`src/rtl/fir_pkg.sv`:
```
// Shared definitions for the folded FIR datapath: feeder FSM encoding and
// default widths used by both the feeder and the FIR top.
package fir_pkg;

  typedef enum logic {
    PRIME = 1'b0,
    RUN   = 1'b1
  } feeder_state_t;

  localparam int DEFAULT_WIDTH_DATA = 8;
  localparam int DEFAULT_N_TAPS     = 16;

endpackage

```
`src/rtl/fir_feeder_fifo.sv`:
```
// Single-clock sample FIFO for the FIR feeder. Pointers carry one extra wrap
// bit so full/empty come from a plain compare; read data is the head entry.
module fir_feeder_fifo
  import fir_pkg::*;
#(
  parameter  int WIDTH = DEFAULT_WIDTH_DATA,
  parameter  int DEPTH = 8,
  localparam int AW    = $clog2(DEPTH)
) (
  input  logic             clk,
  input  logic             rst,
  input  logic             flush,
  input  logic             push,
  input  logic             pop,
  input  logic [WIDTH-1:0] wr_data,
  output logic [WIDTH-1:0] rd_data,
  output logic             full,
  output logic             empty,
  output logic [AW:0]      level
);

  logic [AW:0]      wr_ptr;
  logic [AW:0]      rd_ptr;
  logic [WIDTH-1:0] mem [DEPTH];
  logic             do_push;
  logic             do_pop;

  assign full    = (wr_ptr[AW] != rd_ptr[AW]) && (wr_ptr[AW-1:0] == rd_ptr[AW-1:0]);
  assign empty   = (wr_ptr == rd_ptr);
  assign level   = wr_ptr - rd_ptr;
  assign do_push = push && !full && !flush;
  assign do_pop  = pop && !empty && !flush;
  assign rd_data = mem[rd_ptr[AW-1:0]];

  // NOTE: sequential state uses non-blocking assignments so every register
  // samples pre-edge values regardless of process evaluation order.
  always_ff @(posedge clk or negedge rst) begin
    if (!rst) begin
      wr_ptr <= '0;
      rd_ptr <= '0;
    end else if (flush) begin
      wr_ptr <= '0;
      rd_ptr <= '0;
    end else begin
      if (do_push) wr_ptr <= wr_ptr + 1'b1;
      if (do_pop)  rd_ptr <= rd_ptr + 1'b1;
    end
  end

  // NOTE: storage is deliberately not reset; the pointers alone define which
  // entries are valid, and an unreset array maps onto plain RAM.
  always_ff @(posedge clk) begin
    if (do_push) mem[wr_ptr[AW-1:0]] <= wr_data;
  end

endmodule

```
`src/rtl/fir_sample_feeder.sv`:
```
// Fixed-rate sample feeder: buffers a bursty stream and presents one sample per
// N_TAPS-cycle frame. Define FIR_FEEDER_HOLD_LAST_EN to hold dout on underrun.
module fir_sample_feeder
  import fir_pkg::*;
#(
  parameter int WIDTH_DATA  = DEFAULT_WIDTH_DATA,
  parameter int N_TAPS      = DEFAULT_N_TAPS,
  parameter int FIFO_DEPTH  = 8,
  parameter int PRIME_LEVEL = 4
) (
  input  logic                        clk,
  input  logic                        rst,
  input  logic                        s_valid,
  output logic                        s_ready,
  input  logic [WIDTH_DATA-1:0]       s_data,
  input  logic                        flush,
  output logic [WIDTH_DATA-1:0]       dout,
  output logic                        frame_strobe,
  output logic [$clog2(FIFO_DEPTH):0] fifo_level,
  output logic                        underrun
);

  localparam int              CW        = $clog2(N_TAPS);
  localparam int              LW        = $clog2(FIFO_DEPTH) + 1;
  localparam logic [CW-1:0]   LAST      = CW'(N_TAPS - 1);
  localparam logic [LW-1:0]   PRIME_LVL = LW'(PRIME_LEVEL);

  feeder_state_t         state;
  feeder_state_t         state_next;
  logic [CW-1:0]         cnt;
  logic                  full;
  logic                  empty;
  logic                  push;
  logic                  pop;
  logic                  boundary;
  logic [WIDTH_DATA-1:0] head;
  logic [WIDTH_DATA-1:0] fill;

  // s_ready depends only on stored pointers, never on this cycle's pop.
  assign s_ready  = !full;
  assign push     = s_valid && !full;
  assign boundary = (state == RUN) && (cnt == LAST);
  assign pop      = boundary && !empty;

`ifdef FIR_FEEDER_HOLD_LAST_EN
  assign fill = dout;
`else
  assign fill = '0;
`endif

  fir_feeder_fifo #(
    .WIDTH (WIDTH_DATA),
    .DEPTH (FIFO_DEPTH)
  ) u_fifo (
    .clk     (clk),
    .rst     (rst),
    .flush   (flush),
    .push    (push),
    .pop     (pop),
    .wr_data (s_data),
    .rd_data (head),
    .full    (full),
    .empty   (empty),
    .level   (fifo_level)
  );

  always_ff @(posedge clk or negedge rst) begin
    if (!rst)       state <= PRIME;
    else if (flush) state <= PRIME;
    else            state <= state_next;
  end

  // NOTE: state_next gets its default before any condition so no path
  // leaves it unassigned, which would otherwise infer a latch.
  always_comb begin
    state_next = state;
    if (state == PRIME && fifo_level >= PRIME_LVL) state_next = RUN;
  end

  // N_TAPS is a power of two, so the counter wraps on its own overflow.
  always_ff @(posedge clk or negedge rst) begin
    if (!rst)                         cnt <= '0;
    else if (flush || state == PRIME) cnt <= '0;
    else                              cnt <= cnt + 1'b1;
  end

  always_ff @(posedge clk or negedge rst) begin
    if (!rst) begin
      dout         <= '0;
      frame_strobe <= 1'b0;
      underrun     <= 1'b0;
    end else if (flush) begin
      frame_strobe <= 1'b0;
    end else begin
      frame_strobe <= boundary;
      if (boundary) dout <= empty ? fill : head;
      if (boundary && empty) underrun <= 1'b1;
    end
  end

endmodule

```
`config.mk`:
```
export PLATFORM = sky130hd
export DESIGN_NAME = fir_sample_feeder
export DESIGN_NICKNAME = d
export VERILOG_FILES = /design/src/rtl/fir_pkg.sv /design/src/rtl/fir_feeder_fifo.sv /design/src/rtl/fir_sample_feeder.sv
export SDC_FILE = /design/constraint.sdc
export NUM_CORES = 1
export LEC_CHECK = 0
export BUFFER_PORTS_ARGS = -buffer_cell sky130_fd_sc_hd__buf_4
export CAP_MARGIN = 15
export CORE_MARGIN = 5
export CORE_UTILIZATION = 41
export CTS_CLUSTER_SIZE = 25
export DETAILED_ROUTE_END_ITERATION = 10
export PLACE_DENSITY = 0.66
export SYNTH_ARGS = -nofsm -noshare
export SYNTH_HDL_FRONTEND = slang
export SYNTH_SLANG_ARGS = --single-unit
```
`constraint.sdc`:
```
create_clock -name clk -period 5.75 [get_ports clk]
set_input_delay 0.8625 -clock clk [delete_from_list [all_inputs] [get_ports clk]]
set_output_delay 0.8625 -clock clk [all_outputs]
set_load 0.02 [all_outputs]
```
==> impl_metrics.py, run 1 <==
metrics = {
    "outcome": {
        "status": "completed",
    },
    "synthesis": {
        "synth_enable_flop_cells": 64,
        "ys_seq_area_frac": 0.6876,
        "async_flop_share": 0.2644,
        "yosysWarnings": 0,
        "synth-seq-cells": 87,
        "yosys_most_used_dff": "edfxtp_1",
        "synthesis.area_mm2": 0.003632,
        "syn_inst": 216,
        "synth_fp_nets": 235,
        "synth_cell_types": 38,
        "avgSynthCellArea_um2": 16.82,
    },
    "placement": {
        "dp_slack_ns": 2.036,
        "dp_hpwl_um": 4420,
        "io_buffers": 26,
        "gp_congestion": 0.7559,
    },
    "power_and_ir_drop": {
        "ir_worst_vdd_mv": 0.1642,
        "power_mw": 1.106,
        "powerDensity_mw_per_mm2": 269.7,
        "p_leak_nw": 1.494,
    },
    "timing": {
        "rsz0062_at_grt": "false",
        "finalCritPeriodShare": 0.6036,
        "finalCriticalPeriod_ns": 3.470,
        "fin_worst_skew_ns": 0.01001,
        "fmaxAchievable_mhz": 288.1,
        "tns_ns": 0,
        "relSlewSlack": 0.2422,
        "whs_ns": 0.3911,
        "worst_slew_pin_slew_ns": 1.128,
        "setup_ws_ns": 2.280,
        "finalHoldViolCount": 0,
        "report.final.setup_viol": 0,
        "maxSlewViolCount": 0,
    },
    "cts": {
        "htree_levels": 3,
        "cts_tree": "done",
        "post_cts_buffers": 0,
        "cts-hold-fix-buffers": 0,
        "clk_path_buf_depth": 2,
        "cts_buffers": 9,
        "clkSinkCount": 87,
        "clock_latency_ns": 0.35,
        "clk_pin_slew_ns": 0.09,
        "cts-root-buf": "clkbuf_8",
        "cts_resized": 0,
    },
    "global_route": {
        "grt_max_degree": 24,
        "grt_pass1_vias": 1955,
        "grt_pass1_wl_um": 10470,
        "gr-usage-met3": 0.03042,
        "gr-total-overflow": 0,
        "use_met2": 0.1995,
        "antenna_found_initial": 0,
        "busiest_layer": "met2",
        "use_met1": 0.1639,
        "grt_use_total": 0.1240,
    },
    "routing": {
        "drtIter0Drc": 110,
        "drc": 0,
        "num_vias": 1854,
        "firstDrtPassIters": 4,
        "routedWlPerCell_um": 17.41,
        "drt_wl_total_um": 6319,
        "avgViaCountPerCell": 5.107,
        "detail-route-antenna-nets": 0,
    },
    "worst_setup_path": {
        "crit_chain": "inv_1 > ha_1 > nor2b_1 > o21ai_0 > nand2b_1 > xnor2_1 > buf_4",
        "cp.required_ns": 4.89,
        "start_kind": "flop",
        "slowest_delay_ns": 1.05,
        "crit_path_top_delay_cell": "dfrtp_1",
        "crit_type": "reg2out",
        "crit_fanout": 21,
        "worst-path-buf-inv": 2,
        "critPathCaptureType": "output pin",
        "critPathTopFamily": "flip-flops",
        "critPathArrivalTime_ns": 2.61,
    },
    "cells_and_area": {
        "diodes": 0,
        "post-route-util": 0.4723,
        "drive_above_1_share": 0.2314,
        "fin_nets": 269,
        "fill_cells": 746,
        "syn_to_final_growth_pct": 12.85,
    },
    "floorplanning": {
        "io_pins": 27,
        "die_area_mm2": 0.01084,
        "chipHeight_um": 104.1,
        "start_util": 0.4185,
        "core_area_mm2": 0.008678,
        "die_w_um": 104.1,
        "rows": 34,
    },
    "min_path": {
        "hold_class": "in2async",
    },
    "run": {
        "drv_cap": 0,
    },
}
[cell families after synthesis]
family	after synthesis	synth area share
XOR/XNOR	9	0.02170
flip-flops	87	0.6876
AO/OA/AOI/OAI	22	0.03686
buffers and inverters	16	0.02652
multiplexers	25	0.1333
AND/OR/NAND/NOR	50	0.06786
adder cells (fa/ha/maj)	7	0.02618
[stage by stage]
stage	std cells	instance area [um2]
floorplan	216	3632
global placement	344	3911
detailed placement	344	3911
CTS	360	4084
global route	363	4099
finish	363	4099
[flip-flops by register name, indices dropped and copies added (netlist names)]
signal         cells
underrun           1
u_fifo.wr_ptr      4
dout               8
u_fifo.mem        64
cnt                4
frame_strobe       1
state              1
u_fifo.rd_ptr      4
[synthesized netlist by cell type (all sizes together) (2+ instances only)]
master  count  share of area
a211oi      2         0.0041
a21oi       6         0.0093
and3        3         0.0052
buf         6          0.016
clkbuf      2         0.0021
dfrtp      23           0.16
edfxtp     64           0.53
ha          6          0.021
inv         8         0.0083
mux2i       9          0.025
mux4       16           0.11
nand2      16          0.017
nand2b      3         0.0072
nand3       5         0.0069
nand4       2         0.0034
nor2       11          0.011
nor3        4         0.0055
nor4        2         0.0034
o21ai      10          0.014
or2         2         0.0034
xnor2       7          0.017
xor2        2         0.0048
[area by class of cell]
type | instances | area, um2 | share of cell area
multi-input cells | 113 | 1039 | 0.2534
repair buffers | 31 | 225.2 | 0.05495
well taps | 108 | 135.1 | 0.03297
inverters | 8 | 30.03 | 0.007326
clock buffers | 9 | 123.9 | 0.03022
clock inverters | 7 | 48.80 | 0.01190
flip-flops and latches | 87 | 2497 | 0.6093
[report_power, final]
| group | internal, mW | leakage (nW) | switching [mW] |
|---|---|---|---|
| Combinational | 0.0183 | 0.517 | 0.0297 |
| Sequential | 0.682 | 0.898 | 0.00466 |
| Clock | 0.157 | 0.0793 | 0.214 |
| Total | 0.857 | 1.49 | 0.249 |
[worst register-to-register path, cell delays in order (launching register included)]
cell      delay [ns]
dfrtp_1         1.05
inv_1           0.12
ha_1            0.35
and3_1          0.25
a21boi_2        0.28
nand2_1         0.13
nor3_1          0.87
[placed cells by master (no fill, tap or decap), types with 2 or more instances in the layout]
cell        instances
ha_1                6
nor4_1              2
edfxtp_1           64
mux4_1              9
and3_1              3
o21ai_0             2
a21oi_1             5
buf_4              28
nand3_1             5
xor2_1              2
nand4_1             2
nor2_1             11
clkbuf_8            9
buf_2               3
mux4_2              7
mux2i_1             9
o21ai_1             8
dfrtp_1            23
clkinvlp_4          3
inv_1               8
nor3_1              4
a211oi_1            2
nand2_1            15
xnor2_1             7
nand2b_1            2
[layer usage]
| layer | wire length [um] | vias up |
|---|---|---|
| li1 | - | 893 |
| met1 | 2864 | 907 |
| met2 | 3061 | 44 |
| met3 | 298 | 10 |
| met4 | 95 | 0 |
| met5 | 0 | - |
[final timing paths]
kind | to | slack, ns | start | cells past startpoint
min | u_fifo.wr_ptr[1] | 0.39 | rst | 1
max reg2reg | u_fifo.mem[6][0] | 2.33 | u_fifo.rd_ptr[1] | 6
max in group asynchronous | dout[6] | 5.12 | rst | 1
min reg2reg | cnt[0] | 0.46 | cnt[0] | 1
max | fifo_level[3] | 2.28 | u_fifo.rd_ptr[1] | 7
min in group clk | cnt[0] | 0.46 | cnt[0] | 1
Note: power is estimated with default switching activity, not from simulation.
==> inputs of run 2 (changes only) <==
--- a/config.mk
+++ b/config.mk
@@ -11,7 +11,7 @@
 export CORE_UTILIZATION = 41
 export CTS_CLUSTER_SIZE = 25
 export DETAILED_ROUTE_END_ITERATION = 10
-export PLACE_DENSITY = 0.66
+export PLACE_DENSITY = 0.68
 export SYNTH_ARGS = -nofsm -noshare
 export SYNTH_HDL_FRONTEND = slang
 export SYNTH_SLANG_ARGS = --single-unit
==> constraint.sdc (replaced) <==
create_clock -name clk -period 2.9 [get_ports clk]
set_input_delay 0.435 -clock clk [delete_from_list [all_inputs] [get_ports clk]]
set_output_delay 0.435 -clock clk [all_outputs]
set_load 0.02 [all_outputs]
==> impl_metrics.py, run 2 (synthesis gave the netlist of run 1 again) <==
metrics = {
    "routing": {
        "avgViaCountPerCell": 5.204,
        "firstDrtPassIters": 4,
        "num_vias": 1915,
        "detail-route-antenna-nets": 0,
        "drt_wl_total_um": 6172,
        "drc": 0,
        "routedWlPerCell_um": 16.77,
        "drtIter0Drc": 62,
    },
    "worst_setup_path": {
        "r2r_slack_ns": 0.68,
        "critPathCaptureType": "output pin",
        "crit_fanout": 9,
        "cp.required_ns": 2.47,
        "critPathArrivalTime_ns": 1.95,
        "start_kind": "flop",
        "rr_endpoint": "u_fifo.mem[3][4]",
        "ff2ff_path_depth": 7,
        "crit_type": "reg2out",
        "r2r_start": "u_fifo.wr_ptr[0]",
    },
    "global_route": {
        "grt_max_degree": 24,
        "grt_use_total": 0.1213,
        "grt_pass1_vias": 1916,
        "gr-total-overflow": 0,
        "grt_pass1_wl_um": 10030,
        "antenna_found_initial": 0,
    },
    "timing": {
        "fin_worst_skew_ns": 0.01288,
        "worst_slew_pin_slew_ns": 0.5117,
        "rsz0062_at_grt": "false",
        "report.final.setup_viol": 0,
        "maxSlewViolCount": 0,
        "finalCriticalPeriod_ns": 2.382,
        "relSlewSlack": 0.6589,
        "fmaxAchievable_mhz": 419.8,
        "finalHoldViolCount": 0,
        "finalCritPeriodShare": 0.8214,
    },
    "cts": {
        "cts_tree": "done",
        "clk_pin_slew_ns": 0.09,
        "cts-root-buf": "clkbuf_8",
        "clkSinkCount": 87,
        "htree_levels": 3,
        "post_cts_buffers": 0,
        "clk_path_buf_depth": 2,
        "cts_buffers": 9,
        "clock_latency_ns": 0.36,
    },
    "min_path": {
        "hold_start": "s_data[7]",
        "hold_path_end": "u_fifo.mem[3][7]",
        "min_path_cells": 1,
        "hold_class": "in2reg",
    },
    "outcome": {
        "status": "completed",
    },
    "cells_and_area": {
        "fin_nets": 274,
        "post-route-util": 0.4785,
        "syn_to_final_growth_pct": 14.33,
        "largest_reg_flops": 64,
        "final_cell_mix": "edfxtp_1 (64), buf_4 (35), dfrtp_1 (23)",
        "final_common_cell": "edfxtp_1",
        "drive_above_1_share": 0.2423,
        "diodes": 0,
    },
    "placement": {
        "io_buffers": 26,
        "gp_congestion": 0.7765,
        "dp_hpwl_um": 4175,
    },
    "floorplanning": {
        "rows": 34,
        "chipHeight_um": 104.1,
        "die_area_mm2": 0.01084,
        "io_pins": 27,
        "start_util": 0.4185,
        "core_area_mm2": 0.008678,
        "die_w_um": 104.1,
    },
    "power_and_ir_drop": {
        "powerDensity_mw_per_mm2": 533.9,
        "ir_worst_vdd_mv": 0.2431,
        "power_mw": 2.217,
        "p_leak_nw": 1.528,
    },
    "run": {
        "drv_cap": 0,
    },
}
run 2: changes by cell type in the layout (fill, tap and decap cells not counted), sizes merged:
cell / change
dlygate4sd3: +1
clkinv: -2
inv: +3
clkinvlp: -2
buf: +4
clkbuf: +1
run 2: layer usage:
metal  track usage  vias up  wire [um]
li1              -      904          -
met5             0        -          0
met2        0.1803       40       2889
met3       0.03786       10        313
met1        0.1644      961       2855
met4       0.05273        0        114
run 2: final cells by class:
class,count,area (um2)
Inverter,8,30.03
Tap cell,108,135.1
Clock buffer,10,127.6
Timing Repair Buffer,36,272.8
Clock inverter,6,51.30
Fill cell,766,4526
Sequential cell,87,2497
Multi-Input combinational cell,113,1039
run 2: worst max-delay path by stage:
stage / startpoint / endpoint / depth (start not counted)
after global placement: u_fifo.wr_ptr[0] / u_fifo.mem[3][6] / 7
after CTS: u_fifo.wr_ptr[1] / fifo_level[3] / 6
after detailed placement: u_fifo.wr_ptr[0] / u_fifo.mem[3][6] / 7
after global routing: u_fifo.wr_ptr[1] / fifo_level[3] / 6
after floorplan: u_fifo.rd_ptr[1] / u_fifo.mem[1][0] / 9
final: u_fifo.wr_ptr[1] / fifo_level[3] / 6
run 2: repair_timing:
| action | in CTS | in global routing |
|---|---|---|
| hold buffers | 1 | 0 |
| gates resized for setup | 0 | 0 |
| setup endpoints to repair | 0 | 0 |
| endpoints found under the hold margin | 23 | 0 |
run 2: metrics by stage:
stage | hold slack [ns] | instance area [um2] | std cells | TNS (ns) | setup slack (ns)
finish | 0.3081 | 4153 | 368 | 0 | 0.5179
global route | 0.2918 | 4153 | 368 | 0 | 0.3627
CTS | 0.2864 | 4153 | 368 | 0 | 0.4633
detailed placement | 0.3516 | 3964 | 351 | 0 | 0.7006
global placement | 0.3479 | 3964 | 351 | 0 | 0.7733
floorplan | 0.1394 | 3632 | 216 | -0.1678 | -0.01049
run 2: worst max-delay path: stages, from the launching register on:
cell,delay [ns]
dfrtp_1,0.48
ha_1,0.34
nor2b_1,0.13
o21ai_0,0.20
nand2b_1,0.12
xnor2_1,0.16
buf_4,0.16
run 2: power by group:
group          switching, mW  internal, mW  total (mW)
logic                 0.0588        0.0372      0.0960
clock network          0.436         0.325       0.761
registers            0.00807          1.35        1.36
total                  0.503          1.71        2.22
